### config.mk
export PLATFORM = sky130hd
export DESIGN_NAME = antares_fetch_unit_flat
export DESIGN_NICKNAME = d
export VERILOG_FILES = /design/src/rtl/antares_defines.sv /design/src/rtl/antares_fetch_unit_if.sv /design/src/rtl/antares_fetch_buffer.sv /design/src/rtl/antares_fetch_unit.sv /design/src/flat_wrapper.sv
export SDC_FILE = /design/constraint.sdc
export NUM_CORES = 1
export LEC_CHECK = 0
export CAP_MARGIN = 30
export CORE_ASPECT_RATIO = 1.4
export CORE_UTILIZATION = 44
export CTS_BUF_LIST = sky130_fd_sc_hd__clkbuf_2 sky130_fd_sc_hd__clkbuf_4 sky130_fd_sc_hd__clkbuf_8
export CTS_CLUSTER_DIAMETER = 150
export DETAILED_ROUTE_END_ITERATION = 8
export PLACE_DENSITY = 0.82
export SETUP_SLACK_MARGIN = 0.4
export SYNTH_ARGS = -nofsm -noshare
export SYNTH_HDL_FRONTEND = slang
export SYNTH_HIERARCHICAL = 1
export SYNTH_SLANG_ARGS = --single-unit
### constraint.sdc
create_clock -name clk -period 3.1 [get_ports clk]
set_input_delay 0.62 -clock clk [delete_from_list [all_inputs] [get_ports clk]]
set_output_delay 0.62 -clock clk [all_outputs]
set_load 0.01 [all_outputs]
### src/rtl/antares_defines.sv
// Shared definitions for the Antares pipeline: fetch FSM encodings and reset vector.
package antares_defines;

    typedef enum logic [0:0] {
        StFetch   = 1'b0,
        StDiscard = 1'b1
    } fetch_state_e;

    localparam logic [31:0] ResetVectorDefault = 32'hBFC0_0000;

    function automatic logic [31:0] pc_add4(input logic [31:0] pc);
        return pc + 32'd4;
    endfunction

endpackage

### src/rtl/antares_fetch_unit_if.sv
// Instruction-memory read port: the fetch unit is master, the memory is slave.
interface antares_fetch_unit_if;
    logic [31:0] imem_address;
    logic        imem_read;
    logic        imem_ready;
    logic [31:0] imem_data;

    modport master (
        output imem_address,
        output imem_read,
        input  imem_ready,
        input  imem_data
    );

    modport slave (
        input  imem_address,
        input  imem_read,
        output imem_ready,
        output imem_data
    );
endinterface

### src/rtl/antares_fetch_buffer.sv
// One-entry holding register for an instruction returned while ID is stalled.
module antares_fetch_buffer (
    input  logic        clk,
    input  logic        rst,
    input  logic        load_i,
    input  logic        clear_i,
    input  logic [31:0] data_i,
    output logic        valid_o,
    output logic [31:0] data_o
);

    logic        valid_q;
    logic [31:0] data_q;

    always_ff @(posedge clk or posedge rst) begin
        if (rst) begin
            valid_q <= 1'b0;
            data_q  <= 32'h0;
        end else if (clear_i) begin
            valid_q <= 1'b0;
        end else if (load_i) begin
            valid_q <= 1'b1;
            data_q  <= data_i;
        end
    end

    assign valid_o = valid_q;
    assign data_o  = data_q;

endmodule

### src/rtl/antares_fetch_unit.sv
// Instruction-fetch stage: owns the PC, runs the imem read handshake, tracks
// delay-slot / pending-branch state and aborts in-flight reads on exception redirect.
module antares_fetch_unit
    import antares_defines::*;
#(
    parameter logic [31:0] RESET_VECTOR = ResetVectorDefault
) (
    input  logic                        clk,
    input  logic                        rst,
    antares_fetch_unit_if.master        imem,
    input  logic                        id_stall,
    input  logic                        id_is_ctrl,
    input  logic                        id_branch_taken,
    input  logic [31:0]                 id_branch_target,
    input  logic                        exc_redirect,
    input  logic [31:0]                 exc_vector,
    output logic [31:0]                 if_instruction,
    output logic [31:0]                 if_pc_add4,
    output logic [31:0]                 if_exception_pc,
    output logic                        if_is_bds,
    output logic                        if_stall,
    output logic                        if_flush
);

    fetch_state_e state_q;
    logic [31:0]  pc_q;
    logic         bds_pending_q;
    logic         br_pending_q;
    logic [31:0]  br_target_q;
    logic [31:0]  exc_target_q;

    logic         buf_valid;
    logic [31:0]  buf_data;
    logic         buf_load;
    logic         buf_clear;
    logic         if_valid;
    logic         accept;
    logic         take_branch;
    logic [31:0]  branch_pc;

    assign imem.imem_read    = ~rst & ~buf_valid;
    assign imem.imem_address = pc_q;

    assign if_valid       = ((state_q == StFetch) & imem.imem_ready) | buf_valid;
    assign accept         = if_valid & ~id_stall & ~exc_redirect;
    assign if_instruction = buf_valid ? buf_data : imem.imem_data;
    assign if_pc_add4     = pc_add4(pc_q);
    assign if_exception_pc = pc_q;
    assign if_stall       = ~if_valid | (state_q == StDiscard);
    assign if_flush       = exc_redirect | (state_q == StDiscard);
    assign if_is_bds      = id_is_ctrl | bds_pending_q;

    // A branch resolved while the delay slot was still in flight wins over ID's current view.
    assign take_branch = id_branch_taken | br_pending_q;
    assign branch_pc   = br_pending_q ? br_target_q : id_branch_target;

    assign buf_load  = (state_q == StFetch) & imem.imem_ready & id_stall & ~exc_redirect &
                       ~buf_valid;
    assign buf_clear = accept | exc_redirect;

    antares_fetch_buffer u_fetch_buffer (
        .clk     (clk),
        .rst     (rst),
        .load_i  (buf_load),
        .clear_i (buf_clear),
        .data_i  (imem.imem_data),
        .valid_o (buf_valid),
        .data_o  (buf_data)
    );

    always_ff @(posedge clk or posedge rst) begin
        if (rst) begin
            state_q       <= StFetch;
            pc_q          <= RESET_VECTOR;
            bds_pending_q <= 1'b0;
            br_pending_q  <= 1'b0;
            br_target_q   <= 32'h0;
            exc_target_q  <= 32'h0;
        end else if (exc_redirect) begin
            bds_pending_q <= 1'b0;
            br_pending_q  <= 1'b0;
            // An outstanding read must complete before the new address can be issued.
            if (imem.imem_read && !imem.imem_ready) begin
                exc_target_q <= exc_vector;
                state_q      <= StDiscard;
            end else begin
                pc_q    <= exc_vector;
                state_q <= StFetch;
            end
        end else if (state_q == StDiscard) begin
            if (imem.imem_ready) begin
                pc_q    <= exc_target_q;
                state_q <= StFetch;
            end
        end else if (accept) begin
            pc_q          <= take_branch ? branch_pc : pc_add4(pc_q);
            bds_pending_q <= 1'b0;
            br_pending_q  <= 1'b0;
        end else if (id_is_ctrl && !id_stall) begin
            bds_pending_q <= 1'b1;
            if (id_branch_taken) begin
                br_pending_q <= 1'b1;
                br_target_q  <= id_branch_target;
            end
        end
    end

endmodule

### src/flat_wrapper.sv
// flat-port wrapper written by rule: the top's interface ports become plain ports
module antares_fetch_unit_flat import antares_defines::*;
#(
    parameter logic [31:0] RESET_VECTOR = ResetVectorDefault
)
  (clk, rst, id_stall, id_is_ctrl, id_branch_taken, id_branch_target, exc_redirect, exc_vector, if_instruction, if_pc_add4, if_exception_pc, if_is_bds, if_stall, if_flush, imem_imem_address, imem_imem_read, imem_imem_ready, imem_imem_data);
  antares_fetch_unit_if imem_i ();
  input  logic clk;
  input  logic rst;
  input  logic id_stall;
  input  logic id_is_ctrl;
  input  logic id_branch_taken;
  input  logic [31:0] id_branch_target;
  input  logic exc_redirect;
  input  logic [31:0] exc_vector;
  output logic [31:0] if_instruction;
  output logic [31:0] if_pc_add4;
  output logic [31:0] if_exception_pc;
  output logic if_is_bds;
  output logic if_stall;
  output logic if_flush;
  output wire logic [$bits(imem_i.imem_address)-1:0] imem_imem_address;
  output wire logic [$bits(imem_i.imem_read)-1:0] imem_imem_read;
  input wire logic [$bits(imem_i.imem_ready)-1:0] imem_imem_ready;
  input wire logic [$bits(imem_i.imem_data)-1:0] imem_imem_data;
  assign imem_imem_address = imem_i.imem_address;
  assign imem_imem_read = imem_i.imem_read;
  assign imem_i.imem_ready = imem_imem_ready;
  assign imem_i.imem_data = imem_imem_data;
  antares_fetch_unit #(.RESET_VECTOR(RESET_VECTOR)) u_core (.clk(clk), .rst(rst), .imem(imem_i), .id_stall(id_stall), .id_is_ctrl(id_is_ctrl), .id_branch_taken(id_branch_taken), .id_branch_target(id_branch_target), .exc_redirect(exc_redirect), .exc_vector(exc_vector), .if_instruction(if_instruction), .if_pc_add4(if_pc_add4), .if_exception_pc(if_exception_pc), .if_is_bds(if_is_bds), .if_stall(if_stall), .if_flush(if_flush));
endmodule
Word-level counts from Yosys, hierarchy flattened
Cells that the tools add are included.
- add/sub/neg operators: 1
- eq/ne operators: 3
- muxes and demuxes: 23
- bitwise operators: 21
- reduce and logical (&&, ||, !) cells: 14
- operators by type and width (kind ; number):
    $mux W32 ; 8
    $add A32 B3 Y32 const B ; 1
    $mux W1 ; 15
    $reduce_bool A3 Y1 ; 3
    $not A1 Y1 ; 8
    $and A1 B1 Y1 ; 7
    $or A1 B1 Y1 ; 6
    $reduce_and A2 Y1 ; 3
    $reduce_and A3 Y1 ; 2
    $reduce_and A5 Y1 ; 1
    $ne A2 B2 Y1 const B ; 2
    $ne A3 B3 Y1 const B ; 1
    $logic_and A1 B1 Y1 ; 2
    $logic_not A1 Y1 ; 2
    $reduce_bool A2 Y1 ; 1
- bits in registers: 132
- input port bits: 103

Depth between registers and ports, before layout
Gate-level depths: netlist of the first run.
- word-level depth: 8
- gate-level depth with buffers: 8

By module
The synthesis of the first run kept the hierarchy.
- by module, submodules not included (module ; times used ; cells an instance ; area each (um^2) ; seq. area each (um^2)):
    antares_fetch_unit ; 1 ; 598 ; 6173.4 ; 2488.6
    antares_fetch_buffer ; 1 ; 73 ; 1395.1 ; 825.8

Worst setup path before layout of the first run
OpenSTA, ideal clock, no wires.
- path type: flip-flop to output port
- start: register u_core.pc_q[2] (netlist: u_core/if_exception_pc[2])
- end: output if_pc_add4[26]
- arrival time: 2175 ps
- required time: 2480 ps
- slack: 305 ps
- cell stages (with the launch flop): 7
- path through: dfrtp_1 ha_1 nand3_1 or3_1 clkbuf_1 nor4_2 xor2_1
- word-level cells in the longest chain between the ends: 1
- ends and longest elaborated chain (item ; line ; text):
    from (decl) ; antares_fetch_unit.sv:26 ; logic [31:0] pc_q;
    from (signal assigned) ; antares_fetch_unit.sv:87 ; pc_q <= exc_vector;
    from (signal assigned) ; antares_fetch_unit.sv:92 ; pc_q <= exc_target_q;
    from (signal assigned) ; antares_fetch_unit.sv:96 ; pc_q <= take_branch ? branch_pc : pc_add4(pc_q);
    $add A32 B3 Y32 ; antares_defines.sv:12 ; return pc + 32'd4;
    to (decl) ; flat_wrapper.sv:17 ; output logic [31:0] if_pc_add4;
No other way between the ends.

Worst setup path after layout of the first run
- start: register u_core.pc_q[3] (netlist: u_core/if_exception_pc[3])
- end: output if_pc_add4[28]
The elaborated chain is that of the path after synthesis.

==> results of run 1 <==
## routing by layer
metal,GRT usage (%),up-vias
met1,29.2,3254
met4,11.4,0
li1,-,2972
met2,44.2,322
met3,6.16,45
met5,0,-
## power by group through the flow
stage	Combinational [mW]	Clock, mW	Sequential [mW]
6_report	2.07	1.59	2.40
5_1_grt	2.21	1.71	2.45
4_1_cts	2.05	1.63	2.39
3_5_place_dp	2.00	0	2.45
3_3_place_gp	1.96	0	2.42
2_1_floorplan	1.04	0	2.45
## flip-flops by register name, summed over array words and instances (netlist names)
name                           flops
u_core/bds_pending_q               1
u_core/br_pending_q                1
u_core/br_target_q                32
u_core/exc_target_q               32
u_core/if_exception_pc            32
u_core/state_q                     1
u_core/u_fetch_buffer/data_o      32
u_core/u_fetch_buffer/valid_o      1
## synth_stat cells, types with 4 or more instances
master,n,area (µm²)
sky130_fd_sc_hd__dfrtp_1,123,3080
sky130_fd_sc_hd__xor2_1,18,158
sky130_fd_sc_hd__clkbuf_1,33,124
sky130_fd_sc_hd__o22ai_1,5,31.3
sky130_fd_sc_hd__a22o_1,6,52.6
sky130_fd_sc_hd__buf_4,34,255
sky130_fd_sc_hd__dfstp_2,9,236
sky130_fd_sc_hd__inv_1,11,41.3
sky130_fd_sc_hd__nor3_1,12,60.1
sky130_fd_sc_hd__nand2_1,23,86.3
sky130_fd_sc_hd__mux2_2,110,1240
sky130_fd_sc_hd__o2bb2ai_1,13,114
sky130_fd_sc_hd__o31a_1,4,35.0
sky130_fd_sc_hd__nand3_1,12,60.1
sky130_fd_sc_hd__xnor2_1,10,87.6
sky130_fd_sc_hd__nor2_1,35,131
sky130_fd_sc_hd__buf_2,7,35.0
sky130_fd_sc_hd__a21oi_1,28,140
sky130_fd_sc_hd__a222oi_1,11,110
sky130_fd_sc_hd__a31oi_1,4,25.0
sky130_fd_sc_hd__o21ai_0,43,215
sky130_fd_sc_hd__mux2_4,30,450
sky130_fd_sc_hd__a22oi_1,14,105
sky130_fd_sc_hd__and3_1,4,25.0
sky130_fd_sc_hd__mux2i_1,19,190
sky130_fd_sc_hd__nor4_2,4,50.1
## cell families (layout without fill, tap and decap cells)
logic type      after synthesis  in the layout
other cells                   0              5
xor+xnor                     28             28
compound gates              148            148
flops                       132            132
fa+ha+maj                     1              1
simple gates                111            111
mux                         160            160
buf+inv                      91            369
## worst max-delay path by stage
stage,startpoint,endpoint,slack (ns),cells after the start
detailed placement,u_core/if_exception_pc[2]$_DFFE_PP0P_,if_pc_add4[18],0.09,6
global placement,u_core/if_exception_pc[2]$_DFFE_PP0P_,if_pc_add4[24],0.12,6
CTS,u_core/if_exception_pc[3]$_DFFE_PP0P_,if_pc_add4[30],0.17,7
global route,u_core/if_exception_pc[3]$_DFFE_PP0P_,if_pc_add4[28],0.13,7
floorplan,u_core/if_exception_pc[12]$_DFFE_PP0P_,if_pc_add4[27],0.42,6
finish,u_core/if_exception_pc[3]$_DFFE_PP0P_,if_pc_add4[28],0.22,7
## area by class of cell
class / count / area, µm² / share of cell area, %
flip-flops and latches: 132 / 3320 / 29.9
inverters: 11 / 45.0 / 0.405
multi-input cells: 448 / 4000 / 36.0
well taps: 203 / 254 / 2.29
diodes: 5 / 12.5 / 0.113
repair buffers: 326 / 3040 / 27.4
clock inverters: 13 / 181 / 1.63
clock buffers: 19 / 255 / 2.30
## repair_timing
action,in CTS,in global routing
setup buffers,25,11
endpoints found under the hold margin,0,0
pin swaps,19,15
gates resized for setup,112,22
setup endpoints to repair,58,20
cloned,0,0
## critical path, cell delays in order, from the launching register on
cell	delay, ns
sky130_fd_sc_hd__dfrtp_2	0.44
sky130_fd_sc_hd__ha_4	0.17
sky130_fd_sc_hd__nand3_4	0.06
sky130_fd_sc_hd__or3_4	0.38
sky130_fd_sc_hd__buf_12	0.15
sky130_fd_sc_hd__nor4_4	0.32
sky130_fd_sc_hd__xor2_1	0.17
sky130_fd_sc_hd__buf_2	0.15
==> impl_metrics.ini, run 1 <==
[global_route]
first_global_vias = 6514
grt_overflow_total = 0
grt_max_degree = 72
track_usage_pct = 25.3
antenna_violations_before_repair = 2
grt_pass1_wl_mm = 34.4

[worst_setup_path]
crit_arrival_ns = 2.26
criticalPathCategory = register to primary output
ff2ff_path_depth = 6
critical_path_peak_fanout = 4
reg2reg_from = u_core/state_q$_DFF_PP0_
worst_setup_path_start_kind = register
regToRegEndpoint = u_core/if_exception_pc[1]$_DFFE_PP0P_
required_ns = 2.48
endpoint_kind = primary output
timing.reg2reg.setup_slack_ns = 0.87

[floorplan]
floorplan.initialDensity_pct = 45.0
die_x_um = 113
die_height_um = 157
core_area_um2 = 16800
ios = 235
rows = 56
dieArea_um2 = 17700

[run]
cap_viol_max_count = 0

[power_and_ir_drop]
switching_power_mw = 1.81
powerDensity_nw_per_um2 = 546
clock_power_share_pct = 26.3
switching_share_pct = 29.9
fin_total_pwr_mw = 6.07
irDropWorstVdd_mv = 0.266
power_frac_seq_pct = 39.6
static_leakage_nw = 4.70
p_int_mw = 4.25
comb_power_share_pct = 34.2

[clock_network]
cts_tree = built
cts_num_sinks = 132
worst_skew_pair.late_latency_ns = 0.43
htreeDepth = 4
cts_max_path_buffers = 2
ctsHoldBuffers = 0
root_buffer_master = sky130_fd_sc_hd__clkbuf_8
cts.clk_slew.worst_paths_ns = 0.08
cts_buffers = 17

[placed_design]
routabilityCongestion = 0.884
port_buffers = 234
dpl_cell_area_um2 = 10200
place_ws_ns = 0.0911
dp_cells = 1084
post-dp-hpwl_mm = 15.3

[logic_synthesis]
synth_top_flop_cell = sky130_fd_sc_hd__dfrtp_1
synth-edff-count = 0
synthesis.nets = 775
async_flop_share_pct = 100
synth_area_per_cell_um2 = 11.3
netlist_instances = 671
post_synth_fa_ha_maj_area_fraction_pct = 0.165
largest_family_of_logic_cells_by_synthesized_area = multiplexers
yosys_warnings = 6
ys_seq_area_share_pct = 43.8
netlist-cell-type-count = 54
muxShareOfSynthArea_pct = 25.0
synth_compound_area_share_pct = 13.1
synth-seq-cells = 132
synth-simple-area-share_pct = 7.69
netlist_area_um2 = 7570
yosys.area_share.xor_xnor_pct = 3.24

[layout]
finalNonFillerCells = 1157
utilization_pct = 66.1
areaGrowthSynthToFinish_pct = 46.8
design_area_um2 = 11100
drive_above_1_share_pct = 36.0
layout_common_cells = sky130_fd_sc_hd__clkdlybuf4s50_1, sky130_fd_sc_hd__dfrtp_1, sky130_fd_sc_hd__mux2_2, sky130_fd_sc_hd__buf_4, sky130_fd_sc_hd__o21ai_0
leading_cell_type_in_the_layout_fill_and_taps_excluded = sky130_fd_sc_hd__clkdlybuf4s50_1
nets = 1040
fillerInstances = 1247

[timing]
final.setup_skew_ns = 0.00891
worstMarginPinSlew_ns = 0.604
rsz0062_at_grt = yes
min_period_ns = 2.88
max_slew_margin_pct = 59.7
fmaxAchievable_mhz = 347
final_setup_violation_count = 0
hold-worst-slack_ns = 0.493
slew_limit_fails = 0
finalCritPeriodShare_pct = 92.9
hold_viol = 0
setup_slack_ns = 0.220
totalNegativeSetupSlack_ns = 0

[route]
drt_iter0_drc = 568
met3WireLength_mm = 1.50
postRouteAntennaNets = 0
drt-met1-wl_mm = 8.53
detailroute.wirelength.met2_mm = 11.7
maxUsedRoutingLayer = met4
drt_wl_total_mm = 22.4
routedWlPerCell_um = 19.4
route.vias.total = 6593
drt_pre_antenna_iters = 7
drt_drc_violations_left = 0
via_density_per_instance = 5.70

[status]
status = finished clean

[hold_path]
min_delay_path_depth = 1
min_path_type = register to register
hold-path-endpoint = u_core/br_target_q[5]$_DFFE_PP0P_
hold_path.startpoint = u_core/br_target_q[5]$_DFFE_PP0P_
Power figures use the tool's default switching activity.
==> inputs of run 2 (changes only) <==
Settings changed: CTS_CLUSTER_DIAMETER 150 to 40.
==> results of run 2 <==
Final layout, timing and power as in run 1 (identical DEF).
==> edit 1, RTL diff (flow settings as in run 2) <==
Make the reset (`rst`) synchronous in 2 clocked blocks.
--- a/src/rtl/antares_fetch_buffer.sv
+++ b/src/rtl/antares_fetch_buffer.sv
@@ -12,7 +12,7 @@
     logic        valid_q;
     logic [31:0] data_q;
 
-    always_ff @(posedge clk or posedge rst) begin
+    always_ff @(posedge clk) begin
         if (rst) begin
             valid_q <= 1'b0;
             data_q  <= 32'h0;
--- a/src/rtl/antares_fetch_unit.sv
+++ b/src/rtl/antares_fetch_unit.sv
@@ -68,7 +68,7 @@
         .data_o  (buf_data)
     );
 
-    always_ff @(posedge clk or posedge rst) begin
+    always_ff @(posedge clk) begin
         if (rst) begin
             state_q       <= StFetch;
             pc_q          <= RESET_VECTOR;
Check against the original RTL: differs if rst is asserted again (counterexample within 4 cycles, from zero or initial values and one cycle with rst high); with rst held inactive, the same outputs for 4 cycles.
==> edit 1 against run 2 <==
Sequential power decreased by 23%. Sequential share of layout area decreased by 6.4 points. Sequential cell count unchanged. Register-to-register slack got worse by 110 ps. Setup slack improved by 140 ps. Power decreased by 23%. Synthesized area increased by 4.9%. Design area increased by 2.8%. Wire length increased by 28%. Critical path type unchanged.
==> edit 1: results (changes against run 2) <==
area added between synthesis and finish 43.9%; CP Max Fanout 3 (-1); proportion of synthesized area in mux cells 5.96% (-19 points); antenna violations before repair 0 (-2); total iterations of the first detailed-routing run 6 (-1); pin count of the biggest net entering global routing 58 (-19%); clock share of power 35.7% (+9.4 points); power dissipated in the clock network 1.67 mW (+5%); instance count of the mapped netlist 1,001 (+49%); number of cells upsized or downsized after cts 111 (-0.89%); post-synthesis async set-or-reset flop share 0% (-100 points); cell count after placement 1,400 (+29%); number of nets in the synthesized netlist 1,105 (+43%); total inserted antenna cells 0 (-5); DP Worst Slack 206 ps (+115 ps); leakage power total 4.29 nW (-8.7%); most numerous cell types in the synthesized netlist 174 x sky130_fd_sc_hd__nand2_1, 132 x sky130_fd_sc_hd__dfxtp_1, 98 x sky130_fd_sc_hd__a21oi_1; Finished Layout Cells 1,478 (+28%); Clock Pin Slew Worst Setup and Hold Paths 80 ps (about the same); synthesized-area fraction occupied by adder cells 0.158% (-0.0077 points); number of design-rule violations left by the first detailed-router iteration 1,010 (+78%); XOR/XNOR Fraction of Synth Area 2.65% (-0.59 points); Area after DPL 10,300 sq um (+1.3%); slowest CP cell sky130_fd_sc_hd__dfxtp_2; maximum vdd drop 272 uV (+2.4%); proportion of layout cells with a drive suffix above 1 20.5% (-16 points); met3 layer usage reported by global route 6.53% (+0.37 points); vias per cell 5.89 (+3.3%); top post-synthesis cells by area sky130_fd_sc_hd__dfxtp_1 33%, sky130_fd_sc_hd__nand2_1 8.2%, sky130_fd_sc_hd__a21oi_1 6.2%; fraction of power spent switching nets 28.4% (-1.5 points); outcome complete, no violations; sequential-to-total area share from yosys stat 33.3% (-11 points); global-route track usage on met2 47.6% (+3.4 points); global-route wire length before repair 43.3 mm (+26%); number of global-route vias before repair 8,083 (+24%); routed wirelength normalized by instance count 19.4 um (about the same); number of distinct library cells after synthesis 74 (+37%); relative max-transition margin 50.2% (-9.5 points); Detailed Place HPWL 19.1 mm (+25%); post-CTS repair timing setup buffer count 27 (+8.0%); global router's overall resource usage 30.2% (+5.0 points); final-stage net count 1,333 (+28%)
edit 1: cell count changes after synthesis, moves of 16 or more:
cell                        before  now
sky130_fd_sc_hd__a21oi_1        28   98
sky130_fd_sc_hd__buf_2           7   23
sky130_fd_sc_hd__dfrtp_1       123    0
sky130_fd_sc_hd__dfxtp_1         0  132
sky130_fd_sc_hd__mux2_2        110   33
sky130_fd_sc_hd__mux2_4         30    0
sky130_fd_sc_hd__nand2_1        23  174
sky130_fd_sc_hd__nand2b_1        1   38
sky130_fd_sc_hd__nand4bb_1       0   32
sky130_fd_sc_hd__o211ai_1        0   17
sky130_fd_sc_hd__o21ai_1         1   30
edit 1: per-layer routing:
layer  wire length (um)  vias up  share of wire, %
li1                   -     4003                 -
met1              10600     4037                37
met2              13600      551                47
met3               2910      113                10
met4               1520        0               5.3
met5                  0        -                 0
edit 1: logic make-up after synthesis:
kind of cell,count (synthesis)
compound gates,258
xor+xnor,24
fa+ha+maj,1
buf+inv,140
flops,132
mux,43
simple gates,403
edit 1: final cells by class:
cell class / instances / area, sq um
well taps: 236 / 295
clock inverters: 9 / 149
fillers: 1412 / 6050
inverters: 21 / 82.6
clock buffers: 23 / 304
multi-input cells: 729 / 4820
repair buffers: 328 / 3080
flip-flops and latches: 132 / 2690
edit 1: path summary, 6_finish.rpt:
| check | to | slack [ps] | depth (start not counted) | from |
|---|---|---|---|---|
| hold / removal | u_core/br_target_q[10] | 460 | 2 | u_core/br_target_q[10] |
| setup / recovery | if_pc_add4[28] | 360 | 7 | u_core/if_exception_pc[3] |
| hold reg to reg | u_core/br_target_q[10] | 460 | 2 | u_core/br_target_q[10] |
| setup reg to reg | u_core/u_fetch_buffer/data_o[29] | 760 | 6 | u_core/state_q |
==> edit 2, RTL diff (flow settings as in run 2) <==
Without the edit above. Register the input `id_branch_target` before use, with the module's reset. The logic sees it one clock later. The other inputs are not delayed to match.
--- a/src/rtl/antares_fetch_unit.sv
+++ b/src/rtl/antares_fetch_unit.sv
@@ -21,6 +21,16 @@
     output logic                        if_stall,
     output logic                        if_flush
 );
+
+    logic [31:0] id_branch_target_q;
+
+    always_ff @(posedge clk or posedge rst) begin
+        if (rst) begin
+            id_branch_target_q <= '0;
+        end else begin
+            id_branch_target_q <= id_branch_target;
+        end
+    end
 
     fetch_state_e state_q;
     logic [31:0]  pc_q;
@@ -52,7 +62,7 @@
 
     // A branch resolved while the delay slot was still in flight wins over ID's current view.
     assign take_branch = id_branch_taken | br_pending_q;
-    assign branch_pc   = br_pending_q ? br_target_q : id_branch_target;
+    assign branch_pc   = br_pending_q ? br_target_q : id_branch_target_q;
 
     assign buf_load  = (state_q == StFetch) & imem.imem_ready & id_stall & ~exc_redirect &
                        ~buf_valid;
@@ -100,7 +110,7 @@
             bds_pending_q <= 1'b1;
             if (id_branch_taken) begin
                 br_pending_q <= 1'b1;
-                br_target_q  <= id_branch_target;
+                br_target_q  <= id_branch_target_q;
             end
         end
     end
Check against the original RTL: not equivalent (Yosys sat finds a counterexample within 4 cycles, from zero or initial values and one cycle with rst high).
==> edit 2 against run 2 <==
Setup slack worse by 140 ps. Design area up 7.5%. Power up 7.2%. Sequential share of layout area up 4.6 points. Sequential cell count up 32. Synthesized area up 13%. Synthesized cell count up 11%. Wire length up 8.7%.
==> edit 2: results (changes against run 2) <==
antenna violations before repair 1 (-1); R2R Path End u_core/u_fetch_buffer/data_o[10]; slowest CP cell sky130_fd_sc_hd__dfstp_2; global-route wire length before repair 37.8 mm (+9.8%); number of design-rule violations left by the first detailed-router iteration 419 (-26%); number of fill cells in the layout 1,491 (+20%); count of warnings emitted by yosys 6 (unchanged); Routed WL 24.3 mm (+8.7%); CP Max Fanout 4 (unchanged); CP top delay family simple AND/OR/NAND/NOR gates; proportion of layout cells with a drive suffix above 1 31.8% (-4.2 points); most numerous cell types in the synthesized netlist 155 x sky130_fd_sc_hd__dfrtp_1, 99 x sky130_fd_sc_hd__mux2_2, 77 x sky130_fd_sc_hd__nand2_1; outcome complete, no violations; CTS H-Tree Depth 4 (unchanged); number of nets in the synthesized netlist 848 (+9.4%); number of port buffers 234 (unchanged); GP Congestion 0.815 (-7.8%); Setup Viol. Count Final 0 (unchanged); complex-gate fraction of the synthesized area 10.1% (-3.0 points); cell at the root of the clock tree sky130_fd_sc_hd__clkbuf_8; Clock Pin Slew Worst Setup and Hold Paths approximately 90 ps; global-route track usage on met2 43.1% (-1.2 points); start point of the worst min-delay path u_core/exc_target_q[0]; count of cells along the worst hold path 1 (unchanged); XOR/XNOR Fraction of Synth Area 2.86% (-0.38 points); setup clock skew after layout 10.7 ps (+1.79 ps); leakage power total 5.03 nW (+6.9%); number of distinct library cells after synthesis 52 (-3.7%); Detailed Place HPWL 16.5 mm (+7.8%); setup slack on the worst flop-to-flop path 940 ps (+70 ps); clock buffer count from CTS 17 (unchanged); met1 Usage GRT 28.0% (-1.2 points); pin count of the biggest net entering global routing 58 (-19%); Hold Path End u_core/exc_target_q[0]; delay of the slowest cell on the worst path 560 ps (+120 ps); final-stage net count 1,103 (+6.1%); post-synthesis async set-or-reset flop share 100% (unchanged); met3 layer usage reported by global route 5.93% (-0.23 points); worst reg2reg startpoint u_core/state_q; Data arrival, critical path 2400 ps (+140 ps); Area after DPL 11,200 sq um (+9.6%); net switching power 1.99 mW (+10%); proportion of synthesized area in mux cells 22.2% (-2.8 points); synthesized-area fraction occupied by adder cells 0.146% (-0.020 points); insertion delay to the later sink of the worst-skew pair 460 ps (+30 ps); maximum vdd drop 278 uV (+4.4%); global router's overall resource usage 24.5% (-0.79 points); vias per cell 5.61 (-1.6%); number of global-route vias before repair 7,108 (+9.1%); relative max-transition margin 48.9% (-11 points); top post-synthesis cells by area sky130_fd_sc_hd__dfrtp_1 45%, sky130_fd_sc_hd__mux2_2 13%, sky130_fd_sc_hd__mux2_4 5.2%; r2r worst-path depth 6 (unchanged); sequential-to-total area share from yosys stat 48.0% (+4.2 points); total iterations of the first detailed-routing run 7 (unchanged); CTS Buffer Depth 2 (unchanged); worst min-delay path category register to register
[edit 2: final cells by class]
class / count / area, sq um / share of cell area, %
inverters: 12 / 48.8 / 0.409
clock buffers: 19 / 249 / 2.08
flip-flops and latches: 164 / 4120 / 34.5
well taps: 248 / 310 / 2.60
diodes: 1 / 2.50 / 0.0210
clock inverters: 12 / 131 / 1.10
multi-input cells: 486 / 4130 / 34.5
repair buffers: 318 / 2960 / 24.7
[edit 2: stage by stage]
step	instances	hold slack [ps]	utilization (%)	power [mW]	setup slack [ps]
global placement	1193	469	58.2	4.90	168
floorplan	744	458	-	3.98	637
global route	1260	517	62.4	6.81	32.3
finish	1260	499	62.4	6.50	81.3
detailed placement	1194	479	58.3	4.97	157
CTS	1243	500	61.8	6.50	26.5
[edit 2: kinds of logic after synthesis]
group / after synthesis
fa+ha+maj: 1
flops: 164
simple gates: 164
xor+xnor: 28
buf+inv: 94
compound gates: 130
mux: 163
[edit 2: what timing repair did]
action / in CTS / in global routing
resized for setup: 98 / 28
setup endpoints to repair: 49 / 21
buffers inserted: 18 / 16
pin swaps: 21 / 20
endpoints found under the hold margin: 0 / 0
[edit 2: per-layer routing]
metal / wire length, um / part of all wire (%) / vias to the layer above
li1: - / - / 3163
met1: 9320 / 38 / 3465
met2: 12300 / 50 / 374
met3: 1900 / 7.8 / 66
met4: 830 / 3.4 / 0
met5: 0 / 0 / -
[edit 2: worst max-delay path by stage]
stage / start / end / slack (ps)
global placement: u_core/if_exception_pc[25] / if_pc_add4[30] / 170
CTS: u_core/if_exception_pc[22] / if_pc_add4[30] / 30
floorplan: u_core/if_exception_pc[2] / if_pc_add4[24] / 640
finish: u_core/if_exception_pc[22] / if_pc_add4[27] / 80
detailed placement: u_core/if_exception_pc[25] / if_pc_add4[30] / 160
global route: u_core/if_exception_pc[22] / if_pc_add4[27] / 30
[edit 2: power by group through the flow]
| stage | clock [mW] | combinational, mW | sequential [mW] |
|---|---|---|---|
| 3_3_place_gp | 0 | 2.02 | 2.87 |
| 6_report | 1.53 | 2.10 | 2.88 |
| 3_5_place_dp | 0 | 2.08 | 2.90 |
| 5_1_grt | 1.65 | 2.24 | 2.93 |
| 2_1_floorplan | 0 | 1.08 | 2.90 |
| 4_1_cts | 1.55 | 2.08 | 2.86 |
